--- src/rtl/darkbus_pkg.sv ---
// ============================================================================
// darkbus_pkg : shared types and widths for the darkbus arbiter slice
// Revision    : 1.0
// ============================================================================
`default_nettype none

package darkbus_pkg;

    localparam int DARKBUS_AW = 32;
    localparam int DARKBUS_DW = 32;

    typedef enum logic [1:0] {
        IDLE = 2'd0,
        BUSY = 2'd1,
        DONE = 2'd2
    } arb_state_t;

    typedef enum logic {
        PORT_I = 1'b0,
        PORT_D = 1'b1
    } arb_port_t;

    function automatic arb_port_t other_port(input arb_port_t p);
        return (p == PORT_I) ? PORT_D : PORT_I;
    endfunction

endpackage

`default_nettype wire

--- src/rtl/darkbus_arb_pick.sv ---
// ============================================================================
// darkbus_arb_pick : combinational winner selection between fetch and data
// Revision         : 1.0
// ============================================================================
`default_nettype none

module darkbus_arb_pick
    import darkbus_pkg::*;
#(
    parameter int DATA_PRIO = 1
) (
    input  logic      i_req,
    input  logic      d_req,
    input  arb_port_t rr_ptr,
    output logic      grant_valid,
    output arb_port_t grant_port
);

    always_comb begin
        grant_valid = i_req | d_req;
        grant_port  = PORT_I;
        if (i_req && d_req) begin
            // Ties go to the data port in priority mode, else to whoever rr points at
            grant_port = (DATA_PRIO != 0) ? PORT_D : rr_ptr;
        end else if (d_req) begin
            grant_port = PORT_D;
        end
    end

endmodule

`default_nettype wire

--- src/rtl/darkbus_arbiter.sv ---
// ============================================================================
// darkbus_arbiter : two-master (fetch / load-store) arbiter for one darkbus slave
// Revision        : 1.0
// ============================================================================
`default_nettype none

module darkbus_arbiter
    import darkbus_pkg::*;
#(
    parameter int AW        = DARKBUS_AW,
    parameter int DW        = DARKBUS_DW,
    parameter int TIMEOUT   = 15,
    parameter int DATA_PRIO = 1
) (
    input  logic          XCLK,
    input  logic          XRES,
    input  logic          i_req,
    input  logic [AW-1:0] i_addr,
    output logic          i_ack,
    output logic [DW-1:0] i_rdata,
    output logic          i_err,
    input  logic          d_req,
    input  logic          d_rw,
    input  logic [AW-1:0] d_addr,
    input  logic [DW-1:0] d_wdata,
    output logic          d_ack,
    output logic [DW-1:0] d_rdata,
    output logic          d_err,
    output logic          s_en,
    output logic          s_rw,
    output logic [AW-1:0] s_addr,
    output logic [DW-1:0] s_wdata,
    input  logic [DW-1:0] s_rdata,
    input  logic          s_valid
);

    localparam int            TW        = $clog2(TIMEOUT + 1);
    localparam logic [TW-1:0] TIMEOUT_T = TW'(TIMEOUT);

    arb_state_t    state;
    arb_port_t     owner;
    arb_port_t     rr_ptr;
    logic [TW-1:0] timer;
    logic          grant_valid;
    arb_port_t     grant_port;
    logic          timed_out;

    darkbus_arb_pick #(
        .DATA_PRIO (DATA_PRIO)
    ) u_pick (
        .i_req       (i_req),
        .d_req       (d_req),
        .rr_ptr      (rr_ptr),
        .grant_valid (grant_valid),
        .grant_port  (grant_port)
    );

    assign timed_out = !s_valid && (timer == TIMEOUT_T);

    always_ff @(posedge XCLK or negedge XRES) begin
        if (!XRES) begin
            state   <= IDLE;
            owner   <= PORT_I;
            rr_ptr  <= PORT_I;
            timer   <= '0;
            i_ack   <= 1'b0;
            i_rdata <= '0;
            i_err   <= 1'b0;
            d_ack   <= 1'b0;
            d_rdata <= '0;
            d_err   <= 1'b0;
            s_en    <= 1'b0;
            s_rw    <= 1'b0;
            s_addr  <= '0;
            s_wdata <= '0;
        end else begin
            i_ack <= 1'b0;
            d_ack <= 1'b0;
            case (state)
                IDLE: begin
                    if (grant_valid) begin
                        owner  <= grant_port;
                        rr_ptr <= other_port(grant_port);
                        s_en   <= 1'b1;
                        state  <= BUSY;
                        if (grant_port == PORT_D) begin
                            s_addr  <= d_addr;
                            s_rw    <= d_rw;
                            s_wdata <= d_wdata;
                        end else begin
                            s_addr  <= i_addr;
                            s_rw    <= 1'b0;
                            s_wdata <= '0;
                        end
                    end
                end
                BUSY: begin
                    timer <= timer + 1'b1;
                    if (s_valid || timed_out) begin
                        s_en  <= 1'b0;
                        state <= DONE;
                        // A timed-out read returns zero rather than whatever is on s_rdata
                        if (owner == PORT_I) begin
                            i_ack   <= 1'b1;
                            i_err   <= timed_out;
                            i_rdata <= timed_out ? '0 : s_rdata;
                        end else begin
                            d_ack <= 1'b1;
                            d_err <= timed_out;
                            if (!s_rw) begin
                                d_rdata <= timed_out ? '0 : s_rdata;
                            end
                        end
                    end
                end
                DONE: begin
                    timer <= '0;
                    state <= IDLE;
                end
                default: begin
                    timer <= '0;
                    s_en  <= 1'b0;
                    state <= IDLE;
                end
            endcase
        end
    end

endmodule

`default_nettype wire

--- config.mk ---
export PLATFORM = sky130hd
export DESIGN_NAME = darkbus_arbiter
export DESIGN_NICKNAME = d
export VERILOG_FILES = /design/src/rtl/darkbus_pkg.sv /design/src/rtl/darkbus_arb_pick.sv /design/src/rtl/darkbus_arbiter.sv
export SDC_FILE = /design/constraint.sdc
export NUM_CORES = 1
export LEC_CHECK = 0
export BUFFER_PORTS_ARGS = -buffer_cell sky130_fd_sc_hd__clkbuf_2
export CAP_MARGIN = 20
export CELL_PAD_IN_SITES_DETAIL_PLACEMENT = 1
export CELL_PAD_IN_SITES_GLOBAL_PLACEMENT = 1
export CORE_MARGIN = 10
export CORE_UTILIZATION = 36
export CTS_CLUSTER_SIZE = 8
export DETAILED_ROUTE_END_ITERATION = 12
export PLACE_DENSITY = 0.76
export SLEW_MARGIN = 20
export SYNTH_ARGS = -nofsm -noshare
export SYNTH_HDL_FRONTEND = slang
export SYNTH_SLANG_ARGS = --single-unit
--- constraint.sdc ---
create_clock -name XCLK -period 2 [get_ports XCLK]
set_clock_uncertainty 0.2 [all_clocks]
set_input_delay 0 -clock XCLK [delete_from_list [all_inputs] [get_ports XCLK]]
set_output_delay 0 -clock XCLK [all_outputs]
set_load 0.02 [all_outputs]
==> flow_summary.yaml <==
place:
  placed_cells: 831
  preCtsSetupSlack_ps: 231.2
  port_buffers: 267
  post_dp_cell_area_mm2: 0.007188
  place.gp.congestion: 0.7916
  dp_hpwl_um: 14040
grt:
  track_usage_pct: 21.30
  antenna_found_initial: 2
  grt_overflow: 0
  grt_pass1_wl_um: 35670
  grt_max_degree: 52
  grt_pass1_vias: 5850
setup_path:
  crit_path_end_kind: "flip-flop"
  r2r_start: "state[1]$_DFFE_PN0P_"
  worstPathMaxFanout: 33
  r2r_slack_ps: 220
  r2r_end: "i_rdata[28]$_DFFE_PN0P_"
  r2r_cells: 5
  cp_data_required_time_ps: 2080
  critical_path_class: "flip-flop to flip-flop"
  start_kind: "flip-flop"
  critPathMaxStageDelay_ps: 470
  path_cells: "buf_4 > nor3b_4 > nand2_1 > buf_12 > a22o_1"
  arrival_ps: 1860
  crit_slowest_cell: "dfrtp_1"
timing:
  slew_violations: 0
  worst_slack_ps: 224.4
  worstMarginPinSlew_ps: 508.5
  slew_headroom_pct: 65.97
  fmax_mhz: 563.2
  fin_crit_sh_pct: 88.78
  setup_tns_ps: 0
  min_period_ps: 1776
  grt_setup_unrepaired: "false"
  setup_viol: 0
  finalHoldViolCount: 0
hold_path:
  min-delay-start: "d_req"
  hold_depth: 3
  min_to: "s_addr[20]$_DFFE_PN0P_"
  hold_class: "primary input to flip-flop"
pwr:
  p_leak_nw: 4.474
  power_density_mw_per_mm2: 1550
  ir_drop_mv: 0.6903
die:
  dieArea_mm2: 0.02109
  initial_utilization_pct: 36.99
  die_y_um: 145.2
  num_io_pins: 268
  die_w_um: 145.2
  rows: 45
  core_mm2: 0.01526
logic_synthesis:
  synth.largest_area_cell: "dfrtp_1"
  yosys_register_bits: 141
  synth_commonest_cells: "141 x dfrtp_1, 65 x a22o_1, 64 x mux2_2"
  synth.avg_cell_area_um2: 15.09
  yosysMostFrequentCell: "dfrtp_1"
  synth_top_area_share_pct: 62.51
  yosys-top-cells-area: "dfrtp_1 63%, mux2_2 13%, a22o_1 10%, a32o_1 5.7%, buf_6 2.2%"
  async_flop_share_pct: 100.0
  yosysSeqAreaShare_pct: 62.51
  syn_area_mm2: 0.005644
  ys_warn_count: 0
  syn-instance-count: 374
  ys_types: 32
  synth_ff_type: "dfrtp_1"
  synth_edf_count: 0
  syn_nets: 509
layout:
  drive_gt1_share_pct: 48.40
  final_net_count: 907
  fin_area_mm2: 0.009049
  syn_to_final_growth_pct: 60.32
  instances_no_fill: 996
flow_run:
  cap_violations: 0
route:
  routed_wirelength_um: 22880
  wl_per_cell_um: 22.97
  vias_per_cell: 5.087
  via_count: 5067
  antenna_left: 0
  firstDrtPassIters: 4
  drtIter0Drc: 220
  drc: 0
cts:
  cts.path.max_buffers: 2
  clock_latency_ps: 400
  ctsRootBufferMaster: "clkbuf_16"
  cts_tree: "built"
  clkTransAtPathRegs_ps: 60
  cts_resized: 0
  cts_buffers: 17
  cts_sinks: 141
  ctsHtreeMaxLevel: 4
status:
  status: "complete, no violations"
==> registers in the layout, indices dropped and copies added, names as in the netlist <==
register  count
s_addr       32
state         2
owner         1
i_err         1
d_ack         1
d_rdata      32
s_en          1
s_rw          1
i_rdata      32
s_wdata      32
d_err         1
timer         4
i_ack         1
==> cells in the final DEF, fill, tap and decap left out, drive strengths merged <==
cell type / count
nand2b: 1
and4bb: 1
nor3b: 1
dfrtp: 141
a21oi: 1
a31o: 1
mux2: 64
ha: 1
diode: 2
nor2b: 1
clkinv: 4
and2: 2
nor2: 8
xnor2: 1
nand2: 3
nand3b: 1
a31oi: 3
a21o: 1
nand4: 1
mux2i: 1
o21ba: 1
clkinvlp: 3
a32o: 32
xor2: 2
buf: 15
o21ai: 3
inv: 3
a22o: 65
and3: 2
dlygate4sd3: 133
clkbuf: 287
==> critical path: cells and delay by family (launching register included) <==
kind / cells / cell delay [ps]
compound gates: 1 / 270
buf+inv: 2 / 380
simple gates: 2 / 330
flops: 1 / 470
==> report_power, final <==
| group | switching (mW) | leakage [nW] | internal, mW |
|---|---|---|---|
| sequential | 0.928 | 1.75 | 4.15 |
| combinational | 3.59 | 2.47 | 2.52 |
| clock | 1.20 | 0.252 | 1.64 |
| total | 5.71 | 4.47 | 8.31 |
==> logic make-up after synthesis <==
family | after synthesis | synth area share (%)
DFF | 141 | 62.51
and+or+nand+nor | 21 | 2.372
adders and majority gates | 1 | 0.2216
xor gates and xnor gates | 3 | 0.4656
AOI/OAI and AO/OA | 107 | 16.98
muxes | 65 | 12.95
buffers and inverters | 36 | 4.500
==> timing repair <==
item | CTS | global route
hold buffers | 133 | 0
endpoints found under the hold margin | 275 | 0
buffers inserted | 0 | 0
==> final cells by class <==
type,instances,area [um2]
fill,1565,6210
sequential,141,3528
timing repair buffer,414,2854
multi-input combinational,197,1869
clock buffer,21,460.4
tap,211,264.0
clock inverter,9,63.81
antenna,2,5.005
inverter,1,3.754
==> worst max path at each step <==
| stage | start | end | cells past startpoint |
|---|---|---|---|
| 2_1_floorplan | timer[0]$_DFFE_PN0N_ | i_rdata[10]$_DFFE_PN0P_ | 5 |
| 6_report | state[1]$_DFFE_PN0P_ | i_rdata[28]$_DFFE_PN0P_ | 5 |
| 4_1_cts | state[1]$_DFFE_PN0P_ | i_rdata[6]$_DFFE_PN0P_ | 5 |
| 3_5_place_dp | state[1]$_DFFE_PN0P_ | i_rdata[6]$_DFFE_PN0P_ | 5 |
| 5_1_grt | state[1]$_DFFE_PN0P_ | s_addr[14]$_DFFE_PN0P_ | 4 |
| 3_3_place_gp | state[1]$_DFFE_PN0P_ | i_rdata[15]$_DFFE_PN0P_ | 5 |
==> metal layers <==
metal,wire length [um],share of wire (%),track usage [%]
met1,8656,38,22.90
met2,11580,51,36.81
met3,2156,9.4,8.941
met4,479,2.1,7.482
met5,0,0,0
==> stage by stage <==
step	hold WS [ps]	utilization, %	power [mW]
final	34.87	59.30	14.03
after global routing	51.32	59.29	14.76
after CTS	39.10	59.27	13.90
after detailed placement	-214.5	47.11	10.80
after global placement	-220.9	47.11	10.56
after floorplan	-495.6	-	8.544
Power figures use the tool's default switching activity.
